--- src/rtl/mips_ctrl_pkg.sv ---
// Shared encodings for the multicycle MIPS controller, datapath and ALU control.
package mips_ctrl_pkg;

    typedef logic [3:0] state_t;

    localparam state_t S_IDLE   = 4'd0;
    localparam state_t S_FETCH  = 4'd1;
    localparam state_t S_DECODE = 4'd2;
    localparam state_t S_MEMADR = 4'd3;
    localparam state_t S_MEMRD  = 4'd4;
    localparam state_t S_MEMWB  = 4'd5;
    localparam state_t S_MEMWR  = 4'd6;
    localparam state_t S_REXEC  = 4'd7;
    localparam state_t S_RWB    = 4'd8;
    localparam state_t S_BRANCH = 4'd9;
    localparam state_t S_JUMP   = 4'd10;
    localparam state_t S_ADDIEX = 4'd11;
    localparam state_t S_ADDIWB = 4'd12;

    localparam logic [5:0] OP_RTYPE = 6'b000000;
    localparam logic [5:0] OP_LW    = 6'b100011;
    localparam logic [5:0] OP_SW    = 6'b101011;
    localparam logic [5:0] OP_BEQ   = 6'b000100;
    localparam logic [5:0] OP_J     = 6'b000010;
    localparam logic [5:0] OP_ADDI  = 6'b001000;

    localparam logic [1:0] ALUOP_ADD   = 2'b00;
    localparam logic [1:0] ALUOP_SUB   = 2'b01;
    localparam logic [1:0] ALUOP_FUNCT = 2'b10;

    localparam logic [1:0] SRCB_RT      = 2'b00;
    localparam logic [1:0] SRCB_FOUR    = 2'b01;
    localparam logic [1:0] SRCB_IMM     = 2'b10;
    localparam logic [1:0] SRCB_IMM_SL2 = 2'b11;

    localparam logic [1:0] PCSRC_ALU    = 2'b00;
    localparam logic [1:0] PCSRC_ALUOUT = 2'b01;
    localparam logic [1:0] PCSRC_JUMP   = 2'b10;

endpackage

--- src/rtl/mips_multicycle_controller.sv ---
// Multicycle MIPS sequencer: one state register, combinational next-state and
// output decode; RAM wait states stall on mem_ready.
module mips_multicycle_controller
    import mips_ctrl_pkg::*;
(
    input  logic       clk,
    input  logic       reset,
    input  logic [5:0] opcode,
    input  logic       mem_ready,
    output logic       PCWrite,
    output logic       PCWriteCond,
    output logic       IorD,
    output logic       MemRead,
    output logic       MemWrite,
    output logic       IRWrite,
    output logic       MemtoReg,
    output logic       RegDst,
    output logic       RegWrite,
    output logic       ALUSrcA,
    output logic [1:0] ALUSrcB,
    output logic [1:0] ALUOp,
    output logic [1:0] PCSource,
    output logic [3:0] state,
    output logic       retire,
    output logic       illegal_op
);

    state_t state_q, state_d;

    // NOTE: sequential state uses non-blocking assignment so every flop samples pre-edge values.
    always_ff @(posedge clk or negedge reset) begin
        if (!reset) state_q <= S_IDLE;
        else        state_q <= state_d;
    end

    assign state = state_q;

    always_comb begin
        state_d = state_q;
        case (state_q)
            S_IDLE:   state_d = S_FETCH;
            S_FETCH:  if (mem_ready) state_d = S_DECODE;
            S_DECODE: begin
                case (opcode)
                    OP_LW, OP_SW: state_d = S_MEMADR;
                    OP_RTYPE:     state_d = S_REXEC;
                    OP_BEQ:       state_d = S_BRANCH;
                    OP_J:         state_d = S_JUMP;
                    OP_ADDI:      state_d = S_ADDIEX;
                    default:      state_d = S_FETCH;
                endcase
            end
            S_MEMADR: state_d = (opcode == OP_LW) ? S_MEMRD : S_MEMWR;
            S_MEMRD:  if (mem_ready) state_d = S_MEMWB;
            S_MEMWR:  if (mem_ready) state_d = S_FETCH;
            S_REXEC:  state_d = S_RWB;
            S_ADDIEX: state_d = S_ADDIWB;
            S_MEMWB, S_RWB, S_BRANCH, S_JUMP, S_ADDIWB: state_d = S_FETCH;
            default:  state_d = S_IDLE;
        endcase
    end

    always_comb begin
        // NOTE: every output gets a default first so no path through the case infers a latch.
        PCWrite     = 1'b0;
        PCWriteCond = 1'b0;
        IorD        = 1'b0;
        MemRead     = 1'b0;
        MemWrite    = 1'b0;
        IRWrite     = 1'b0;
        MemtoReg    = 1'b0;
        RegDst      = 1'b0;
        RegWrite    = 1'b0;
        ALUSrcA     = 1'b0;
        ALUSrcB     = SRCB_RT;
        ALUOp       = ALUOP_ADD;
        PCSource    = PCSRC_ALU;
        retire      = 1'b0;
        illegal_op  = 1'b0;
        case (state_q)
            S_FETCH: begin
                MemRead = 1'b1;
                ALUSrcB = SRCB_FOUR;
                IRWrite = mem_ready;
                PCWrite = mem_ready;
            end
            S_DECODE: begin
                ALUSrcB = SRCB_IMM_SL2;
                illegal_op = !(opcode inside {OP_RTYPE, OP_LW, OP_SW, OP_BEQ, OP_J, OP_ADDI});
            end
            S_MEMADR, S_ADDIEX: begin
                ALUSrcA = 1'b1;
                ALUSrcB = SRCB_IMM;
            end
            S_MEMRD: begin
                MemRead = 1'b1;
                IorD    = 1'b1;
            end
            S_MEMWB: begin
                RegWrite = 1'b1;
                MemtoReg = 1'b1;
                retire   = 1'b1;
            end
            S_MEMWR: begin
                MemWrite = 1'b1;
                IorD     = 1'b1;
                retire   = mem_ready;
            end
            S_REXEC: begin
                ALUSrcA = 1'b1;
                ALUOp   = ALUOP_FUNCT;
            end
            S_RWB: begin
                RegWrite = 1'b1;
                RegDst   = 1'b1;
                retire   = 1'b1;
            end
            S_BRANCH: begin
                ALUSrcA     = 1'b1;
                ALUOp       = ALUOP_SUB;
                PCWriteCond = 1'b1;
                PCSource    = PCSRC_ALUOUT;
                retire      = 1'b1;
            end
            S_JUMP: begin
                PCWrite  = 1'b1;
                PCSource = PCSRC_JUMP;
                retire   = 1'b1;
            end
            S_ADDIWB: begin
                RegWrite = 1'b1;
                retire   = 1'b1;
            end
            default: ;
        endcase
    end

endmodule
--- config.mk ---
export PLATFORM = sky130hd
export DESIGN_NAME = mips_multicycle_controller
export DESIGN_NICKNAME = d
export VERILOG_FILES = /design/src/rtl/mips_ctrl_pkg.sv /design/src/rtl/mips_multicycle_controller.sv
export SDC_FILE = /design/constraint.sdc
export NUM_CORES = 1
export LEC_CHECK = 0
export ABC_AREA = 1
export CORE_AREA = 2 2 39 41
export CTS_CLUSTER_DIAMETER = 100
export DETAILED_ROUTE_END_ITERATION = 8
export DIE_AREA = 0 0 41 43
export PLACE_DENSITY_LB_ADDON = 0.05
export SLEW_MARGIN = 40
export SYNTH_ARGS = -nofsm -noshare
export SYNTH_HDL_FRONTEND = slang
export SYNTH_SLANG_ARGS = --single-unit
export TNS_END_PERCENT = 10
--- constraint.sdc ---
create_clock -name clk -period 1.9 [get_ports clk]
set_clock_uncertainty 0.2 [all_clocks]
set_input_delay 0.19 -clock clk [delete_from_list [all_inputs] [get_ports clk]]
set_output_delay 0.19 -clock clk [all_outputs]
set_load 0.01 [all_outputs]
# Word-level counts from Yosys, hierarchy flattened
# Cells that the tools add are included.
[classes] add_sub_neg=0 n_mul=0 n_div=0 magnitude_cmp=0 eq_ne=20 n_shift=0 mux=21 bitwise_logic=0 reduce_logical=13
[op_table] cell="one-hot mux 4 bit (8 select lines)" count=1
[op_table] cell="equality test 4 bit, second input constant" count=5
[op_table] cell="one-hot mux 4 bit (5 select lines)" count=1
[op_table] cell="equality test 4 x 3 -> 1 bit, second input constant" count=4
[op_table] cell="equality test 6 bit, second input constant" count=2
[op_table] cell="two-way mux 4 bit" count=3
[op_table] cell="two-way mux 1 bit" count=10
[op_table] cell="equality test 4 x 2 -> 1 bit, second input constant" count=2
[op_table] cell="one-hot mux 2 bit (2 select lines)" count=2
[op_table] cell="OR reduction 2 bit" count=4
[op_table] cell="equality test 6 x 2 -> 1 bit, second input constant" count=1
[op_table] cell="equality test 6 x 3 -> 1 bit, second input constant" count=1
[op_table] cell="equality test 6 x 4 -> 1 bit, second input constant" count=1
[op_table] cell="logical NOT 6 bit" count=1
[op_table] cell="!= test 2 bit, second input constant" count=3
[op_table] cell="one-hot mux 2 bit (3 select lines)" count=1
[op_table] cell="nonzero test 6 bit" count=1
[op_table] cell="OR reduction 6 bit" count=1
[op_table] cell="OR reduction 5 bit" count=1
[op_table] cell="equality test 4 x 1 -> 1 bit, second input constant" count=1
[op_table] cell="logical NOT 4 bit" count=1
[op_table] cell="one-hot mux 1 bit (2 select lines)" count=2
[op_table] cell="OR reduction 4 bit" count=1
[op_table] cell="AND reduction 3 bit" count=1
[op_table] cell="other kinds (3)" count=3
[word_totals] register_bits=4 latch_bits=0 ram_bits=0 mem_bits_ro=0 input_bits=9 output_inout_bits=22 mem_count=0

# Longest topological paths before layout
[depth] ltp_word=4 depth_mapped=9

# Worst setup path after synthesis
# Ideal clock, no wire load.
[synth_path] kind="register -> output" from="register state_q[0] (netlist: state[0])" to="output MemRead" arrival_time_ns=1.118 slack_ns=0.392 stages_incl_launch_ff=4 path_buffers=1 cell_sequence="dfrtp_1 -> or2_1 -> buf_2 -> o21ai_0"
[synth_between] elab_chain_cells=3 word_cells_on_any_way=4
[synth_rtl] item="start, declared" line="mips_multicycle_controller.sv:28" source="state_t state_q, state_d;"
[synth_rtl] item="start signal, assigned" line="mips_multicycle_controller.sv:33" source="else state_q <= state_d;"
[synth_rtl] item="equality test 4 x 3 -> 1 bit or equality test 4 x 1 -> 1 bit (tied branches)" line="mips_multicycle_controller.sv:80" source="case (state_q)"
[synth_rtl] item="OR reduction 2 bit (no source line) (*)"
[synth_rtl] item="two-way mux 1 bit (*)" line="mips_multicycle_controller.sv:80"
[synth_rtl] item="end, declared" line="mips_multicycle_controller.sv:13" source="output logic MemRead,"
# Mark *: on every way between the ends. The rest lies on a longest branch, timed or not.

# Worst setup path after layout
[layout_path] from="register state_q[1] (netlist: state[1])" to="output MemWrite"
[layout_between] elab_chain_cells=2
[layout_rtl] item="equality test 4 x 3 -> 1 bit" line="mips_multicycle_controller.sv:80"
[layout_rtl] item="two-way mux 1 bit" line="mips_multicycle_controller.sv:80"
[layout_rtl] item="end, declared" line="mips_multicycle_controller.sv:14" source="output logic MemWrite,"
# No other way between the ends.

==> impl_metrics.py <==
metrics = {
    "outcome": {
        "outcome": "completed",
    },
    "timing": {
        "fin_crit_sh_pct": 95.95,
        "hold_violations": 0,
        "fin_crit_ns": 1.823,
        "tightest_slew_ns": 0.2333,
        "worst_slack_ns": 0.07700,
        "slew_headroom_pct": 84.39,
        "whs_ns": 0.4002,
        "final_max_slew_viol_count": 0,
        "setup_viol": 0,
        "clock.fmax_mhz": 548.5,
        "rsz0062_at_grt": "true",
    },
    "clock_tree": {
        "clk_pin_slew_ns": 0.04,
        "cts_max_level": 1,
        "cts_setup_buffers": 0,
        "cts_buffer_depth": 2,
        "cts_tree": "done",
        "numCtsBuffers": 3,
        "clock-sinks": 4,
        "ctsRootBufferMaster": "clkbuf_4",
        "clock_latency_ns": 0.23,
    },
    "global_route": {
        "antenna_found_initial": 0,
        "grt_use_met1_pct": 26.30,
        "global_route.usage.met3_pct": 3.141,
        "grt_start_max_net_pins": 7,
        "top_usage_layer": "met2",
        "grt_use_total_pct": 21.25,
        "overflow": 0,
        "grt_pass1_wl_mm": 2.525,
        "met2_usage_pct": 34.06,
        "grt_pass1_vias": 621,
    },
    "cells_and_area": {
        "nets": 150,
        "areaGrowthSynthToFinish_pct": 99.22,
        "n_antenna_cell": 0,
        "drive_above_1_share_pct": 27.34,
        "largest_reg_flops": 4,
    },
    "synth": {
        "synthTopCellsByCount": "nor2_1, nand2_1, inv_1, nand3_1, o21ai_0",
        "avgSynthCellArea_um2": 5.508,
        "synth_edf_count": 0,
        "yosysUniqueCellTypes": 19,
        "synth-seq-cells": 4,
        "syn_inst": 87,
        "yosys_warnings": 0,
        "synth_top_family_by_area": "simple AND/OR/NAND/NOR gates",
        "synthMostInstantiatedCell": "nor2_1",
        "ys_seq_area_share_pct": 20.89,
        "yosys.area_share.simple_pct": 49.87,
        "synthArstFlopShare_pct": 100.0,
        "synth-adder-area-share_pct": 0,
        "synthTopCellsByArea": "dfrtp_1, nor2_1, nand2_1",
        "synth_compound_area_share_pct": 16.45,
        "netlist_area_um2": 479.2,
        "synth_xor_area_share_pct": 0,
        "ys.flop_type": "dfrtp_1",
        "synth_top_area_share_pct": 20.89,
        "synth_nets": 96,
        "synth_top_area_cell": "dfrtp_1",
        "synthMuxAreaShare_pct": 0,
    },
    "drt": {
        "ant_nets": 0,
        "dr.first_iter.drc_count": 9,
        "drc": 0,
        "dr.pass1.iters": 4,
        "viasPerCell": 4.639,
        "wl_per_cell_um": 10.29,
        "wl_mm": 1.595,
        "vias": 719,
    },
    "placed_design": {
        "gp_congestion": 0.8641,
        "post-place-ws_ns": -0.1338,
        "port_buffers": 30,
        "hpwl_mm": 1.368,
    },
    "setup_path": {
        "critPathMaxFanout": 4,
        "arrival_ns": 1.43,
        "crit_required_ns": 1.51,
        "start_kind": "flop",
        "path_class": "reg -> out",
        "end_kind": "output port",
    },
    "floorplanning": {
        "die_w_um": 41,
        "core_area_mm2": 0.001384,
        "initial_core_util_pct": 34.63,
        "die_area_mm2": 0.001763,
        "die_h_um": 43,
        "rows": 14,
        "ios": 31,
    },
    "power": {
        "pwr_density_cell_mw_per_mm2": 1268,
        "p_leak_nw": 0.5768,
        "vdd.ir_drop.worst_v": 0.0007921,
    },
    "run": {
        "drv_cap": 0,
    },
    "worst_hold_path": {
        "min-delay-path-class": "in -> reg",
    },
}
cells by family (layout without fill, tap and decap cells):
logic type | count (synthesis) | in the layout
and+or+nand+nor | 55 | 55
buffers and inverters | 15 | 67
AOI/OAI and AO/OA | 13 | 13
DFF | 4 | 4
per-layer routing:
layer	wire (um)	share of wire, %	vias to the layer above
met2	791	50	20
met1	724	45	310
li1	-	-	389
met5	0	0	-
met3	80	5.0	0
met4	0	0	0
cell usage in the layout, fill, tap and decap left out:
cell type        synthesis  final
dlygate4sd3_1            0      1
clkdlybuf4s50_1          0     12
or2_4                    0      1
o21ai_0                  6      6
o221ai_1                 1      1
o22ai_1                  3      3
nand4_1                  2      2
o21ai_2                  1      1
o21ai_1                  1      1
dfrtp_1                  4      2
clkbuf_2                 0      4
inv_2                    1      2
nand3b_1                 1      1
nand2_2                  3      3
buf_4                    1     20
nor2_2                   1      2
dlymetal6s2s_1           0      4
inv_1                   12     11
nand3_1                  9      9
dlygate4sd2_1            0     10
nor2_1                  23     22
clkbuf_4                 0      3
nand2_1                 15     15
o21bai_1                 1      1
dfrtp_2                  0      2
power breakdown:
group / internal (mW) / leakage [nW] / switching (mW) / total [mW]
logic: 0.483 / 0.514 / 0.455 / 0.938
registers: 0.123 / 0.0488 / 0.0467 / 0.169
clock network: 0.0705 / 0.0138 / 0.0331 / 0.104
what timing repair did:
action,in CTS,in global routing
hold buffers,1,0
pin swaps,0,1
hold endpoints to repair,4,0
gates resized for setup,17,15
endpoints found under the setup margin,18,8
cell type report:
type	count	area (um^2)
fillers	138	429.2
repair buffers	51	437.9
clock buffers	3	22.52
multi-input cells	68	322.8
well taps	16	20.02
inverters	13	48.80
flip-flops and latches	4	102.6
worst paths after layout:
path	depth (start not counted)	slack, ns	end	startpoint
min reg2reg	2	0.46	state[3]$_DFFE_PN0P_	state[3]$_DFFE_PN0P_
max in group asynchronous	2	0.80	state[2]$_DFFE_PN0P_	reset
min in group asynchronous	2	0.50	state[1]$_DFFE_PN0P_	reset
max	6	0.08	MemWrite	state[1]$_DFFE_PN0P_
min	2	0.40	state[0]$_DFFE_PN0P_	mem_ready
max reg2reg	8	0.31	state[2]$_DFFE_PN0P_	state[3]$_DFFE_PN0P_
through the flow:
stage	TNS [ns]	cells	total power, mW	utilization, %	cell area, um^2
floorplan	0	87	0.5853	-	479.2
global placement	-0.1540	151	1.155	67.72	937.1
detailed placement	-0.2145	151	1.167	67.72	937.1
CTS	-0.7297	155	1.227	69.08	955.9
global route	-0.01656	155	1.324	68.99	954.7
finish	0	155	1.211	68.99	954.7
worst max-delay path: stages (launching register included):
cell and delay (ns):
dfrtp_1 0.38, inv_1 0.09, nor2_2 0.14, inv_1 0.08, nor2_1 0.12, buf_4 0.13, dlygate4sd2_1 0.26
Note: power is estimated with default switching activity, not from simulation.
